**config.mk**
```make
export PLATFORM = sky130hd
export DESIGN_NAME = stack_op_sequencer_flat
export DESIGN_NICKNAME = d
export VERILOG_FILES = /design/src/rtl/stack_op_sequencer_if.sv /design/src/rtl/stack_op_sequencer.sv /design/src/flat_wrapper.sv
export SDC_FILE = /design/constraint.sdc
export NUM_CORES = 2
export LEC_CHECK = 0
export BUFFER_PORTS_ARGS = -buffer_cell sky130_fd_sc_hd__clkbuf_2
export CORE_MARGIN = 2
export CORE_UTILIZATION = 40
export CTS_CLUSTER_SIZE = 14
export DETAILED_ROUTE_END_ITERATION = 6
export GPL_ROUTABILITY_DRIVEN = 0
export PLACE_DENSITY = 0.52
export SYNTH_ARGS = -nofsm -noshare
export SYNTH_HDL_FRONTEND = slang
export SYNTH_SLANG_ARGS = --single-unit
export TNS_END_PERCENT = 10
```
**constraint.sdc**
```tcl
create_clock -name clk -period 9 [get_ports clk]
set_input_delay 1.8 -clock clk [delete_from_list [all_inputs] [get_ports clk]]
set_output_delay 1.8 -clock clk [all_outputs]
set_load 0.1 [all_outputs]
```
**src/rtl/stack_op_sequencer_if.sv**
```systemverilog
// Control and stack-side signals of the RPN operation sequencer.
// Latency: none, wiring only.
// Backpressure: none; the sequencer paces itself with strobes and busy.
interface stack_op_sequencer_if #(
    parameter int WIDTH  = 32,
    parameter int SIZE_W = 10
);
    logic              start;
    logic [2:0]        op;
    logic              busy;
    logic              done;
    logic              err;
    logic [1:0]        err_code;
    logic [WIDTH-1:0]  stk_top;
    logic [SIZE_W-1:0] stk_size;
    logic              stk_error;
    logic              stk_push;
    logic              stk_pop;
    logic [WIDTH-1:0]  stk_in;

    modport master (
        output start, op, stk_top, stk_size, stk_error,
        input  busy, done, err, err_code, stk_push, stk_pop, stk_in
    );

    modport slave (
        input  start, op, stk_top, stk_size, stk_error,
        output busy, done, err, err_code, stk_push, stk_pop, stk_in
    );
endinterface

```
**src/rtl/stack_op_sequencer.sv**
```systemverilog
// Runs one RPN op on the operand stack: pops operands, computes, pushes result.
// Latency: DROP/DUP 2, ADD/SUB/MUL 6, SWAP 8, DIV/MOD 37 cycles start-to-done.
// Backpressure: start ignored while busy; stack strobes never on consecutive cycles.
module stack_op_sequencer #(
    parameter int WIDTH  = 32,
    parameter int SIZE_W = 10,
    parameter int DEPTH  = 1023
) (
    input  logic                 clk,
    input  logic                 reset_n,
    stack_op_sequencer_if.slave  bus
);
    localparam logic [3:0] S_IDLE   = 4'd0;
    localparam logic [3:0] S_WAIT_A = 4'd1;
    localparam logic [3:0] S_POP_B  = 4'd2;
    localparam logic [3:0] S_WAIT_B = 4'd3;
    localparam logic [3:0] S_EXEC   = 4'd4;
    localparam logic [3:0] S_DIV    = 4'd5;
    localparam logic [3:0] S_PUSH   = 4'd6;
    localparam logic [3:0] S_GAP    = 4'd7;
    localparam logic [3:0] S_PUSH_B = 4'd8;
    localparam logic [3:0] S_DONE   = 4'd9;

    localparam logic [2:0] OP_ADD  = 3'b000;
    localparam logic [2:0] OP_SUB  = 3'b001;
    localparam logic [2:0] OP_DIV  = 3'b011;
    localparam logic [2:0] OP_MOD  = 3'b100;
    localparam logic [2:0] OP_DROP = 3'b101;
    localparam logic [2:0] OP_SWAP = 3'b110;
    localparam logic [2:0] OP_DUP  = 3'b111;

    localparam logic [SIZE_W-1:0] SZ_TWO   = SIZE_W'(2);
    localparam logic [SIZE_W-1:0] SZ_DEPTH = SIZE_W'(DEPTH);

    logic [3:0]       state;
    logic [2:0]       op_q;
    logic [WIDTH-1:0] a, b, result, quo, rem;
    logic [4:0]       cnt;
    logic             err_q;
    logic [1:0]       code_q;
    logic             stk_err_q;

    logic [1:0]       chk_code;
    logic             busy_st, err_rise;
    logic [WIDTH-1:0] alu, rem_in, q_in, rem_nx, q_nx;
    logic [WIDTH:0]   rem_sh;
    logic             div_ge;

    always_comb begin
        chk_code = 2'd0;
        unique case (bus.op)
            OP_DROP: if (bus.stk_size == '0) chk_code = 2'd1;
            OP_DUP: begin
                if (bus.stk_size == '0)            chk_code = 2'd1;
                else if (bus.stk_size >= SZ_DEPTH) chk_code = 2'd3;
            end
            default: begin
                if (bus.stk_size < SZ_TWO) chk_code = 2'd1;
                else if ((bus.op == OP_DIV || bus.op == OP_MOD) && bus.stk_top == '0)
                    chk_code = 2'd2;
            end
        endcase
    end

    assign busy_st  = (state != S_IDLE) && (state != S_DONE);
    assign err_rise = busy_st && bus.stk_error && !stk_err_q;

    always_comb begin
        alu = '0;
        unique case (op_q)
            OP_ADD:  alu = b + a;
            OP_SUB:  alu = b - a;
            default: alu = b * a;
        endcase
    end

    // Restoring divider step; the first of the 32 steps runs in EXEC from fresh operands.
    assign rem_in = (state == S_EXEC) ? '0 : rem;
    assign q_in   = (state == S_EXEC) ? b  : quo;
    assign rem_sh = {rem_in, q_in[WIDTH-1]};
    assign div_ge = rem_sh >= {1'b0, a};
    assign rem_nx = div_ge ? (rem_sh[WIDTH-1:0] - a) : rem_sh[WIDTH-1:0];
    assign q_nx   = {q_in[WIDTH-2:0], div_ge};

    assign bus.busy     = busy_st;
    assign bus.done     = (state == S_DONE);
    assign bus.err      = err_q;
    assign bus.err_code = code_q;
    assign bus.stk_in   = result;
    assign bus.stk_push = ((state == S_PUSH) || (state == S_PUSH_B)) && !err_rise;
    assign bus.stk_pop  = ((state == S_IDLE) && bus.start && (chk_code == 2'd0) && (bus.op != OP_DUP))
                        || ((state == S_POP_B) && !err_rise);

    always_ff @(posedge clk) begin
        if (!reset_n) begin
            state     <= S_IDLE;
            op_q      <= '0;
            a         <= '0;
            b         <= '0;
            result    <= '0;
            quo       <= '0;
            rem       <= '0;
            cnt       <= '0;
            err_q     <= 1'b0;
            code_q    <= 2'd0;
            stk_err_q <= 1'b0;
        end else begin
            err_q     <= 1'b0;
            stk_err_q <= bus.stk_error;
            if (err_rise) begin
                state  <= S_IDLE;
                err_q  <= 1'b1;
                code_q <= 2'd3;
            end else begin
                unique case (state)
                    S_IDLE: if (bus.start) begin
                        code_q <= chk_code;
                        if (chk_code != 2'd0) begin
                            err_q <= 1'b1;
                        end else begin
                            a    <= bus.stk_top;
                            op_q <= bus.op;
                            if (bus.op == OP_DUP) begin
                                result <= bus.stk_top;
                                state  <= S_PUSH;
                            end else begin
                                state  <= S_WAIT_A;
                            end
                        end
                    end
                    S_WAIT_A: state <= (op_q == OP_DROP) ? S_DONE : S_POP_B;
                    S_POP_B: begin
                        b     <= bus.stk_top;
                        state <= S_WAIT_B;
                    end
                    S_WAIT_B: state <= S_EXEC;
                    S_EXEC: begin
                        if (op_q == OP_DIV || op_q == OP_MOD) begin
                            rem   <= rem_nx;
                            quo   <= q_nx;
                            cnt   <= 5'd1;
                            state <= S_DIV;
                        end else begin
                            result <= (op_q == OP_SWAP) ? a : alu;
                            state  <= S_PUSH;
                        end
                    end
                    S_DIV: begin
                        rem <= rem_nx;
                        quo <= q_nx;
                        cnt <= cnt + 5'd1;
                        if (cnt == 5'd31) begin
                            result <= (op_q == OP_DIV) ? q_nx : rem_nx;
                            state  <= S_PUSH;
                        end
                    end
                    S_PUSH: state <= (op_q == OP_SWAP) ? S_GAP : S_DONE;
                    S_GAP: begin
                        result <= b;
                        state  <= S_PUSH_B;
                    end
                    S_PUSH_B: state <= S_DONE;
                    S_DONE:   state <= S_IDLE;
                    default:  state <= S_IDLE;
                endcase
            end
        end
    end
endmodule

```
**src/flat_wrapper.sv**
```systemverilog
// flat-port wrapper written by rule: the top's interface ports become plain ports
module stack_op_sequencer_flat 
#(
    parameter int WIDTH  = 32,
    parameter int SIZE_W = 10,
    parameter int DEPTH  = 1023
)
  (clk, reset_n, bus_start, bus_op, bus_stk_top, bus_stk_size, bus_stk_error, bus_busy, bus_done, bus_err, bus_err_code, bus_stk_push, bus_stk_pop, bus_stk_in);
  stack_op_sequencer_if #(.WIDTH(WIDTH), .SIZE_W(SIZE_W)) bus_i ();
  input  logic clk;
  input  logic reset_n;
  input wire logic [$bits(bus_i.start)-1:0] bus_start;
  input wire logic [$bits(bus_i.op)-1:0] bus_op;
  input wire logic [$bits(bus_i.stk_top)-1:0] bus_stk_top;
  input wire logic [$bits(bus_i.stk_size)-1:0] bus_stk_size;
  input wire logic [$bits(bus_i.stk_error)-1:0] bus_stk_error;
  output wire logic [$bits(bus_i.busy)-1:0] bus_busy;
  output wire logic [$bits(bus_i.done)-1:0] bus_done;
  output wire logic [$bits(bus_i.err)-1:0] bus_err;
  output wire logic [$bits(bus_i.err_code)-1:0] bus_err_code;
  output wire logic [$bits(bus_i.stk_push)-1:0] bus_stk_push;
  output wire logic [$bits(bus_i.stk_pop)-1:0] bus_stk_pop;
  output wire logic [$bits(bus_i.stk_in)-1:0] bus_stk_in;
  assign bus_i.start = bus_start;
  assign bus_i.op = bus_op;
  assign bus_i.stk_top = bus_stk_top;
  assign bus_i.stk_size = bus_stk_size;
  assign bus_i.stk_error = bus_stk_error;
  assign bus_busy = bus_i.busy;
  assign bus_done = bus_i.done;
  assign bus_err = bus_i.err;
  assign bus_err_code = bus_i.err_code;
  assign bus_stk_push = bus_i.stk_push;
  assign bus_stk_pop = bus_i.stk_pop;
  assign bus_stk_in = bus_i.stk_in;
  stack_op_sequencer #(.WIDTH(WIDTH), .SIZE_W(SIZE_W), .DEPTH(DEPTH)) u_core (.clk(clk), .reset_n(reset_n), .bus(bus_i));
endmodule
```
==> impl_metrics.toml <==
[status]
status = "completed"

[global_routing]
use_met3_pct = 3.46
grt_most_used_layer = "met2"
gr-total-overflow = 0
met1_usage_pct = 42.2
grt_max_degree = 94
antenna_found_initial = 3
grt_pass1_wl_mm = 167
grt.total_usage_pct = 30.3
grtUsageMet2_pct = 48.3
grt_pass1_vias = 25556

[floorplanning]
die_area_um2 = 73900
initial_core_util_pct = 40.3
num_io_pins = 88
rows = 98
core_area_um2 = 71200
die_h_um = 272
die_x_um = 272

[setup_path]
crit_chain = "buf_4, nand2_1, fa_1, inv_1, fa_1, inv_1, fa_1, fa_1, fa_1, inv_1, fa_1, fa_1, fa_1, ha_1, a21oi_1, o21ai_0, a21oi_1, nor2b_1, a31oi_1, o311ai_0, xnor2_1, a221oi_1, o311ai_0, o21ai_0"
crit_top_cell = "fa_1"
critPathArrivalTime_ps = 8440
critPathCapture = "u_core.bus.stk_in[27]$_SDFFE_PN0P_"
cp_max_fo = 16
cp.required_ps = 9320
worstSetupPathType = "register to register"
timing.rr.end = "u_core.bus.stk_in[27]$_SDFFE_PN0P_"
startpoint_type = "register"
r2r_start = "u_core.b[4]$_SDFFE_PN0P_"
crit_start = "u_core.b[4]$_SDFFE_PN0P_"
cpPeakStageDelay_ps = 1120
crit_path_end_kind = "register"
cp_slowest_cell = "dfxtp_1"
rr_worst_depth = 24
r2r_slack_ps = 880

[power]
power_density_nw_per_um2 = 239
leakage_nw = 13.8
ir_drop_mv = 0.284

[timing]
tns_ps = 0
report.final.slew_viol_count = 0
setup_viol = 0
rsz0062_at_grt = "no"
maxSlewHeadroom_pct = 18.5
fin_ws_ps = 884
finalCritPeriodShare_pct = 90.2
max_clock_freq_mhz = 123
skew_ps = 17.7
hold_viol = 0
tightestPinTransition_ps = 1220
min_period_ps = 8120

[cts]
cts-resized-gates = 0
htree_levels = 4
clockBufferDepth = 2
cts_root_buffer = "clkbuf_16"
post_cts_buffers = 0
cts_tree = "built"
cts.sinks = 176
numCtsBuffers = 17
insertion_delay_ps = 470
postCtsHoldBufs = 0
path_clk_slew_ps = 90

[logic_synthesis]
synth_compound_area_share_pct = 15.0
avgSynthCellArea_um2 = 8.04
synth_edf_count = 0
yosysWarnings = 0
synth_ff_type = "dfxtp_1"
synthArstFlopShare_pct = 0
syn-num-nets = 4221
synth_fa_ha_area_share_pct = 36.9
synthMuxAreaShare_pct = 1.07
yosysUniqueCellTypes = 81
synth_top_area_cell = "fa_1"
synth.yosys.seq_area_share_pct = 12.3
synth_top_cell_area_share_pct = 28.6
synth_area_leaders = "fa_1 (29%), dfxtp_1 (12%), ha_1 (8.3%), and2_1 (7.2%), nand2_1 (6.8%)"
ys_ff_latch = 176
yosys.area_share.xor_xnor_pct = 4.82
synth_cells = 3572
synthesis.area_um2 = 28700
synth_top_family_by_area = "adder cells"
synth-simple-area-share_pct = 21.1

[worst_hold_path]
hp-class = "register to register"

[placement]
hpwl_mm = 86.6
dpl_worst_slack_ps = 1020
place.port_buffers = 87

[final_layout]
drive_gt1_share_pct = 7.01
fin_nets = 4188
synthToLayoutAreaGrowth_pct = 7.30

[route]
drt_iter0_drc = 2334
avgViaCountPerCell = 5.69
wl_per_cell_um = 24.6
drtPass1Iterations = 6
route.detailed.drc = 0
postRouteAntennaNets = 0
num_vias = 25635
finalWirelength_mm = 111

[job]
drv_cap = 0
## flip-flops by register name, indices dropped and copies added (netlist names)
name	cells
u_core.stk_err_q	1
u_core.rem	32
u_core.a	32
u_core.b	32
u_core.op_q	3
u_core.cnt	5
u_core.bus.err_code	2
u_core.state	4
u_core.quo	32
u_core.bus.stk_in	32
u_core.bus.err	1
## synthesized netlist by cell type, drive strengths merged, types with 9 or more instances
cell type,n
ha,190
a311oi,29
or3,11
and2,329
nand3,40
nor4,22
nor2,205
and3,18
nand4,20
o211ai,17
nand2b,17
fa,410
o21ai,134
nand2,520
clkbuf,218
xnor2,120
a221oi,14
a2111oi,9
nor3,47
a211oi,50
o21a,14
a21o,29
o22ai,9
nor2b,14
buf,15
a21oi,228
o21bai,13
inv,440
o31ai,12
a21boi,9
xor2,38
a31oi,28
dfxtp,176
mux2i,28
## cell type report
class                           count  area [um2]
Multi-Input combinational cell   2722       22700
Timing Repair Buffer              181        1150
Inverter                          441        1660
Clock inverter                     14         173
Clock buffer                       18         429
Sequential cell                   176        3520
Antenna cell                        3        7.51
Fill cell                        7226       40400
Tap cell                          950        1190
## layer usage
layer	vias to the layer above	routed length, um
li1	11536	-
met1	12673	48100
met2	1198	49300
met3	228	8230
met4	0	5260
met5	-	0
## cell families after synthesis
group	Yosys count
xor+xnor	158
fa+ha+maj	600
compound gates	667
simple gates	1267
buf+inv	674
mux	30
flops	176
## cell usage in the layout, fill, tap and decap left out, types with 20 or more instances in the layout
| cell | n |
|---|---|
| xnor2_1 | 120 |
| clkbuf_2 | 87 |
| nand2_1 | 519 |
| a31oi_1 | 28 |
| buf_4 | 93 |
| a211oi_1 | 48 |
| a21oi_1 | 226 |
| nand3_1 | 40 |
| dfxtp_1 | 176 |
| nand4_1 | 20 |
| nor3_1 | 46 |
| ha_1 | 190 |
| nor4_1 | 20 |
| and2_1 | 329 |
| mux2i_1 | 28 |
| a21o_1 | 29 |
| inv_1 | 439 |
| o21ai_0 | 132 |
| a311oi_1 | 29 |
| fa_1 | 410 |
| xor2_1 | 38 |
| nor2_1 | 200 |
## worst min path at each step
stage                           startpoint                           to  depth (start not counted)
3_5_place_dp   u_core.rem[13]$_SDFFE_PN0P_  u_core.rem[13]$_SDFFE_PN0P_                          2
2_1_floorplan   u_core.rem[0]$_SDFFE_PN0P_   u_core.rem[0]$_SDFFE_PN0P_                          2
3_3_place_gp    u_core.rem[0]$_SDFFE_PN0P_   u_core.rem[0]$_SDFFE_PN0P_                          2
6_report       u_core.rem[13]$_SDFFE_PN0P_  u_core.rem[13]$_SDFFE_PN0P_                          2
4_1_cts        u_core.rem[13]$_SDFFE_PN0P_  u_core.rem[13]$_SDFFE_PN0P_                          2
5_1_grt        u_core.rem[13]$_SDFFE_PN0P_  u_core.rem[13]$_SDFFE_PN0P_                          2
## metrics by stage
stage | instance area (um2) | util [%] | hold WS, ps | power, mW | cells
after floorplan | 28700 | - | 427 | 4.75 | 3572
after global placement | 30200 | 42.4 | 438 | 6.42 | 4470
after detailed placement | 30200 | 42.4 | 444 | 6.40 | 4470
after CTS | 30800 | 43.2 | 456 | 7.25 | 4502
after global routing | 30800 | 43.2 | 469 | 7.77 | 4502
final | 30800 | 43.2 | 454 | 7.35 | 4505
## worst max-delay path, delay by kind of cell (launching register included)
family | cells | cell delay, ps
simple gates | 2 | 170
compound gates | 8 | 1570
buf+inv | 4 | 600
fa+ha+maj | 9 | 4140
xor+xnor | 1 | 340
flops | 1 | 1120
## report_power, final
part | switching [mW] | internal (mW) | leakage [nW]
combinational | 3.53 | 1.70 | 12.0
sequential | 0.364 | 0.939 | 1.43
clock | 0.399 | 0.422 | 0.292
No activity file was read; power rests on OpenSTA's default activity.
